**config.mk**
```make
export PLATFORM = sky130hd
export DESIGN_NAME = time_counter_bcd
export DESIGN_NICKNAME = d
export VERILOG_FILES = /design/src/rtl/vga_clock_pkg.sv /design/src/rtl/bcd_digit_counter.sv /design/src/rtl/time_counter_bcd.sv
export SDC_FILE = /design/constraint.sdc
export NUM_CORES = 1
export LEC_CHECK = 0
export CAP_MARGIN = 20
export CORE_ASPECT_RATIO = 0.75
export CORE_UTILIZATION = 35
export CTS_BUF_LIST = sky130_fd_sc_hd__clkbuf_16
export DETAILED_ROUTE_END_ITERATION = 6
export HOLD_SLACK_MARGIN = 0.12
export PLACE_DENSITY = 0.62
export SYNTH_ARGS = -nofsm -noshare
export SYNTH_HDL_FRONTEND = slang
export SYNTH_SLANG_ARGS = --single-unit
```
**constraint.sdc**
```tcl
create_clock -name clk -period 1.9 [get_ports clk]
set_input_delay 0.38 -clock clk [delete_from_list [all_inputs] [get_ports clk]]
set_output_delay 0.38 -clock clk [all_outputs]
set_load 0.01 [all_outputs]
```
**src/rtl/vga_clock_pkg.sv**
```systemverilog
// Shared digit widths, field limits and hour-format helper for the clock display path.
package vga_clock_pkg;

  localparam int unsigned DEFAULT_TICKS_PER_SEC = 31_500_000;

  localparam int unsigned SEC_U_W = 4;
  localparam int unsigned SEC_D_W = 3;
  localparam int unsigned MIN_U_W = 4;
  localparam int unsigned MIN_D_W = 3;
  localparam int unsigned HRS_U_W = 4;
  localparam int unsigned HRS_D_W = 2;

  localparam int unsigned SEC_MAX = 59;
  localparam int unsigned MIN_MAX = 59;
  localparam int unsigned HRS_MAX = 23;

  // 0..23 -> 1..12 clock-face hour
  function automatic logic [4:0] hrs_to_12h(input logic [4:0] h);
    if (h == 5'd0)
      return 5'd12;
    else if (h > 5'd12)
      return h - 5'd12;
    else
      return h;
  endfunction

endpackage

```
**src/rtl/bcd_digit_counter.sv**
```systemverilog
// Single modulo-MOD digit register with combinational carry-out on wrap.
module bcd_digit_counter #(
  parameter int unsigned MOD = 10,
  parameter int unsigned W   = 4
) (
  input  logic         clk,
  input  logic         reset,
  input  logic         inc,
  input  logic         clr,
  output logic [W-1:0] value,
  output logic         carry_out
);

  assign carry_out = inc && (value == W'(MOD - 1));

  always_ff @(posedge clk or posedge reset) begin
    if (reset)
      value <= '0;
    else if (clr)
      value <= '0;
    else if (inc)
      value <= carry_out ? '0 : value + W'(1);
  end

endmodule

```
**src/rtl/time_counter_bcd.sv**
```systemverilog
// 1 s prescaler and HH:MM:SS BCD time registers with single-cycle full carry.
// Optional TIME_12H_EN: registered 12-hour output mapping with pm flag (one extra cycle).
module time_counter_bcd
  import vga_clock_pkg::*;
#(
  parameter int unsigned TICKS_PER_SEC = DEFAULT_TICKS_PER_SEC
) (
  input  logic               clk,
  input  logic               reset,
  input  logic               run,
  input  logic               adj_sec,
  input  logic               adj_min,
  input  logic               adj_hrs,
  output logic [SEC_U_W-1:0] sec_u,
  output logic [SEC_D_W-1:0] sec_d,
  output logic [MIN_U_W-1:0] min_u,
  output logic [MIN_D_W-1:0] min_d,
  output logic [HRS_U_W-1:0] hrs_u,
  output logic [HRS_D_W-1:0] hrs_d,
  output logic               sec_tick
`ifdef TIME_12H_EN
  ,
  output logic               pm
`endif
);

  localparam int unsigned PW = (TICKS_PER_SEC > 1) ? $clog2(TICKS_PER_SEC) : 1;
  localparam logic [PW-1:0] TERM = PW'(TICKS_PER_SEC - 1);

  logic [PW-1:0]      prescaler;
  logic               any_adj, at_term, tick, tick_q;
  logic [SEC_U_W-1:0] s_u;
  logic [SEC_D_W-1:0] s_d;
  logic [MIN_U_W-1:0] m_u;
  logic [MIN_D_W-1:0] m_d;
  logic [HRS_U_W-1:0] h_u;
  logic [HRS_D_W-1:0] h_d;
  logic               su_c, sd_c, mu_c, md_c;
  logic               s_inc, m_inc, h_inc;

  assign any_adj = adj_sec | adj_min | adj_hrs;
  assign at_term = (prescaler == TERM);
  assign tick    = run && at_term && !any_adj;

  // Any adjust at terminal holds the prescaler so the tick lands a cycle later;
  // adj_sec instead restarts the second, dropping that tick.
  always_ff @(posedge clk or posedge reset) begin
    if (reset)
      prescaler <= '0;
    else if (adj_sec || tick)
      prescaler <= '0;
    else if (run && !at_term)
      prescaler <= prescaler + PW'(1);
  end

  // Adjust carries stay inside their own field; only tick carries propagate.
  assign s_inc = tick | adj_sec;
  assign m_inc = adj_min | (tick & sd_c);
  assign h_inc = adj_hrs | (tick & md_c);

  bcd_digit_counter #(.MOD(10), .W(SEC_U_W)) u_sec_u (
    .clk(clk), .reset(reset), .inc(s_inc), .clr(1'b0), .value(s_u), .carry_out(su_c)
  );
  bcd_digit_counter #(.MOD((SEC_MAX + 1) / 10), .W(SEC_D_W)) u_sec_d (
    .clk(clk), .reset(reset), .inc(su_c), .clr(1'b0), .value(s_d), .carry_out(sd_c)
  );
  bcd_digit_counter #(.MOD(10), .W(MIN_U_W)) u_min_u (
    .clk(clk), .reset(reset), .inc(m_inc), .clr(1'b0), .value(m_u), .carry_out(mu_c)
  );
  bcd_digit_counter #(.MOD((MIN_MAX + 1) / 10), .W(MIN_D_W)) u_min_d (
    .clk(clk), .reset(reset), .inc(mu_c), .clr(1'b0), .value(m_d), .carry_out(md_c)
  );

  always_ff @(posedge clk or posedge reset) begin
    if (reset) begin
      h_u <= '0;
      h_d <= '0;
    end else if (h_inc) begin
      if (h_d == HRS_D_W'(HRS_MAX / 10) && h_u == HRS_U_W'(HRS_MAX % 10)) begin
        h_u <= '0;
        h_d <= '0;
      end else if (h_u == HRS_U_W'(9)) begin
        h_u <= '0;
        h_d <= h_d + HRS_D_W'(1);
      end else begin
        h_u <= h_u + HRS_U_W'(1);
      end
    end
  end

  always_ff @(posedge clk or posedge reset) begin
    if (reset)
      tick_q <= 1'b0;
    else
      tick_q <= tick;
  end

`ifdef TIME_12H_EN
  logic [4:0] h24, h12;

  assign h24 = 5'(h_d) * 5'd10 + 5'(h_u);
  assign h12 = hrs_to_12h(h24);

  // Whole display is re-registered so every digit and the tick stay aligned.
  always_ff @(posedge clk or posedge reset) begin
    if (reset) begin
      sec_u    <= '0;
      sec_d    <= '0;
      min_u    <= '0;
      min_d    <= '0;
      hrs_u    <= '0;
      hrs_d    <= '0;
      pm       <= 1'b0;
      sec_tick <= 1'b0;
    end else begin
      sec_u    <= s_u;
      sec_d    <= s_d;
      min_u    <= m_u;
      min_d    <= m_d;
      hrs_d    <= (h12 >= 5'd10) ? HRS_D_W'(1) : HRS_D_W'(0);
      hrs_u    <= (h12 >= 5'd10) ? HRS_U_W'(h12 - 5'd10) : HRS_U_W'(h12);
      pm       <= (h24 >= 5'd12);
      sec_tick <= tick_q;
    end
  end
`else
  assign sec_u    = s_u;
  assign sec_d    = s_d;
  assign min_u    = m_u;
  assign min_d    = m_d;
  assign hrs_u    = h_u;
  assign hrs_d    = h_d;
  assign sec_tick = tick_q;
`endif

endmodule

```
==> reports/metrics.cfg <==
[power_and_ir_drop]
power_density_mw_per_mm2 = 1033
p_int_mw = 2.662
peakVddDrop_uv = 718.1
pwr-share-comb_pct = 42.6
switchingPower_mw = 1.287
fin_total_pwr_mw = 3.949
sequentialPowerShare_pct = 36.6
swShare_pct = 32.60
pwr-share-clk_pct = 20.8
leakage_nw = 1.707

[worst_setup_path]
cp.required_ns = 2.06
cp-end-kind = flip-flop
reg2reg_depth = 7
cp-start-kind = flip-flop
cp_data_arrival_time_ns = 2.15
r2r-start = prescaler[12]$_DFFE_PP0P_
cp_max_fo = 6
startpoint = prescaler[12]$_DFFE_PP0P_
worstSetupPathType = flip-flop to flip-flop

[job]
maxCapViolations = 0

[finish]
finish.net_count = 368
stdcell_count = 452
drive_above_1_share_pct = 35.03
syn_to_final_growth_pct = 50.39
antenna_cells = 0

[floorplan]
start_util_pct = 36.69
die-area_mm2 = 0.007612
fp.coreArea_mm2 = 0.006929
die_y_um = 75.81
die_w_um = 100.4
io_pins = 27
row_count = 26

[synth]
synth_seq_area_share_pct = 45.28
syn_nets = 270
yosysTopAreaCellShare_pct = 45.28
synth_flop_cell = dfrtp_1
post_synth_and_or_nand_nor_area_fraction_pct = 24.56
synth_area_leaders = dfrtp_1 (45%), nor2_1 (5.8%), xor2_1 (5.2%), ha_1 (4.4%), xnor2_1 (3.4%)
ys_seq_elements = 46
synth_largest_area_cell = dfrtp_1
synth_cells = 255
ys_types = 50
synthMuxAreaShare_pct = 4.380
postSynth.asyncResetShare_pct = 100.0
synth_edf_count = 0
synth_warnings = 0
syn_area_per_cell_um2 = 9.970
synth-compound-area-share_pct = 10.24
synth_top_family_by_area = simple AND/OR/NAND/NOR gates
synth_fa_ha_area_share_pct = 4.429
synth_xor_area_share_pct = 8.612
syn-cell-area_mm2 = 0.002542

[outcome]
violations = negative setup slack
status = finished, violations left

[detailed_routing]
drtAntennaViolNets = 0
wl_met1_um = 3009
routedWlPerCell_um = 13.30
vias_per_cell = 4.907
drc = 0
first_pass_iters = 4
wl_met3_um = 143
topRoutingLayerUsed = met4
drt_iter0_markers = 56
vias = 2218
wl_met2_um = 2780
wirelength_um = 6010

[sta]
max_freq_mhz = 502.5
tns_ns = -0.3315
timing.final.crit_share_pct = 104.7
finalSetupViolations = 7
slew_violations = 0
relSlewSlack_pct = 76.57
hold_viol_final = 0
fin_ws_ns = -0.09024
clock_skew_ns = 0.006285
tightest_slew_ns = 0.3482
fin_hold_ws_ns = 0.2888
min_period_ns = 1.990
rsz0062_at_grt = true

[clocking]
clk_latency_ns = 0.28
numCtsBuffers = 5
clock_path_buffers = 2
clkTransAtPathRegs_ns = 0.06
root_buffer = clkbuf_16
htreeDepth = 2
clock-sinks = 46
cts_tree = yes

[hold_path]
hold_path.class = input pin to async pin

[global_route]
overflow = 0
grt_max_degree = 44
grt_pass1_vias = 2199
gr-usage-all-layers_pct = 17.00
antenna_found_initial = 0
grt_pass1_wl_um = 10140

[placed_design]
gp_congestion = 0.8380
dp.cells = 433
dp_slack_ns = -0.5195
dp_hpwl_um = 4119
io_buffers = 26

-- cell usage after synthesis (all sizes together) (2+ instances only) --
cell type	count
nand2	18
o21ai	9
nor4	6
and2	2
inv	9
ha	9
nor3	3
buf	4
or3	2
mux2	9
clkbuf	3
nor4b	4
and3b	2
xor2	15
nor2	39
o211ai	4
nand4	7
and3	4
nor2b	3
a21oi	6
nand2b	2
xnor2	10
nand3	13
dfrtp	46
a22o	3
and4	4
-- logic make-up (layout without fill, tap and decap cells) --
kind of cell | count (synthesis) | in the layout
xor+xnor | 25 | 25
compound gates | 35 | 35
buf+inv | 16 | 115
mux | 10 | 10
flops | 46 | 46
fa+ha+maj | 9 | 9
simple gates | 114 | 114
-- metal layers --
metal	vias to the layer above	track usage, %
li1	1104	-
met1	1071	23.02
met2	35	28.23
met3	8	3.028
met4	0	4.992
met5	-	0
-- cells in the final DEF, fill, tap and decap left out, types with 5 or more instances in the layout --
cell,n
clkdlybuf4s50_1,22
nand4_1,6
nand2_1,16
dfrtp_1,46
buf_6,10
nor4_2,5
mux2_4,5
buf_4,61
clkbuf_16,5
nor2_1,39
nand3_1,9
a21oi_1,6
ha_1,7
inv_1,8
o21ai_0,5
xnor2_1,10
xor2_1,15
-- power groups by stage --
| stage | clock network (mW) | logic [mW] | registers [mW] |
|---|---|---|---|
| floorplan | 0 | 0.664 | 1.54 |
| global placement | 0 | 1.54 | 1.44 |
| detailed placement | 0 | 1.56 | 1.44 |
| CTS | 0.844 | 1.64 | 1.44 |
| global route | 0.884 | 1.85 | 1.49 |
| finish | 0.821 | 1.68 | 1.45 |
-- final cells by class --
cell class	instances	area (um2)
fill	602	3105
clock inverter	3	12.51
clock buffer	5	125.1
tap	98	122.6
inverter	9	33.78
multi-input combinational	193	1533
sequential	46	1151
timing repair buffer	98	845.8
-- per-stage QoR --
stage	util, %	instance area (um2)
2_1_floorplan	-	2584
3_3_place_gp	49.10	3402
3_5_place_dp	49.10	3402
4_1_cts	53.14	3682
5_1_grt	55.18	3824
6_report	55.18	3824
-- timing repair --
item                                    4_1_cts  5_1_grt
endpoints found under the setup margin       30       23
pin swaps                                    17        8
buffers inserted                              7        5
gates resized for setup                      27       24
hold buffers                                  0        0
-- sequential cells by signal (all words and copies together) (netlist names) --
signal         flops
hrs_u              4
u_sec_u.value      4
u_min_d.value      3
prescaler         25
u_min_u.value      4
sec_tick           1
u_sec_d.value      3
hrs_d              2
-- final timing paths --
path                                                     end  slack [ns]
worst max-delay path            u_min_u.value[0]$_DFFE_PP0P_       -0.09
worst min-delay path                    hrs_u[2]$_DFFE_PP0P_        0.29
worst max register to register  u_min_u.value[0]$_DFFE_PP0P_       -0.09
worst min register to register  u_min_u.value[1]$_DFFE_PP0P_        0.57
max in group asynchronous          prescaler[20]$_DFFE_PP0P_        1.18
min in group clk                u_min_u.value[1]$_DFFE_PP0P_        0.57
-- critical path, cell delays in order (launching register included) --
cell and delay [ns]:
dfrtp_1 0.40, nor4b_4 0.39, nand4_4 0.17, buf_6 0.17
nor3_4 0.18, buf_6 0.15, or2_4 0.13, mux2_4 0.29
No activity file was read; power rests on OpenSTA's default activity.
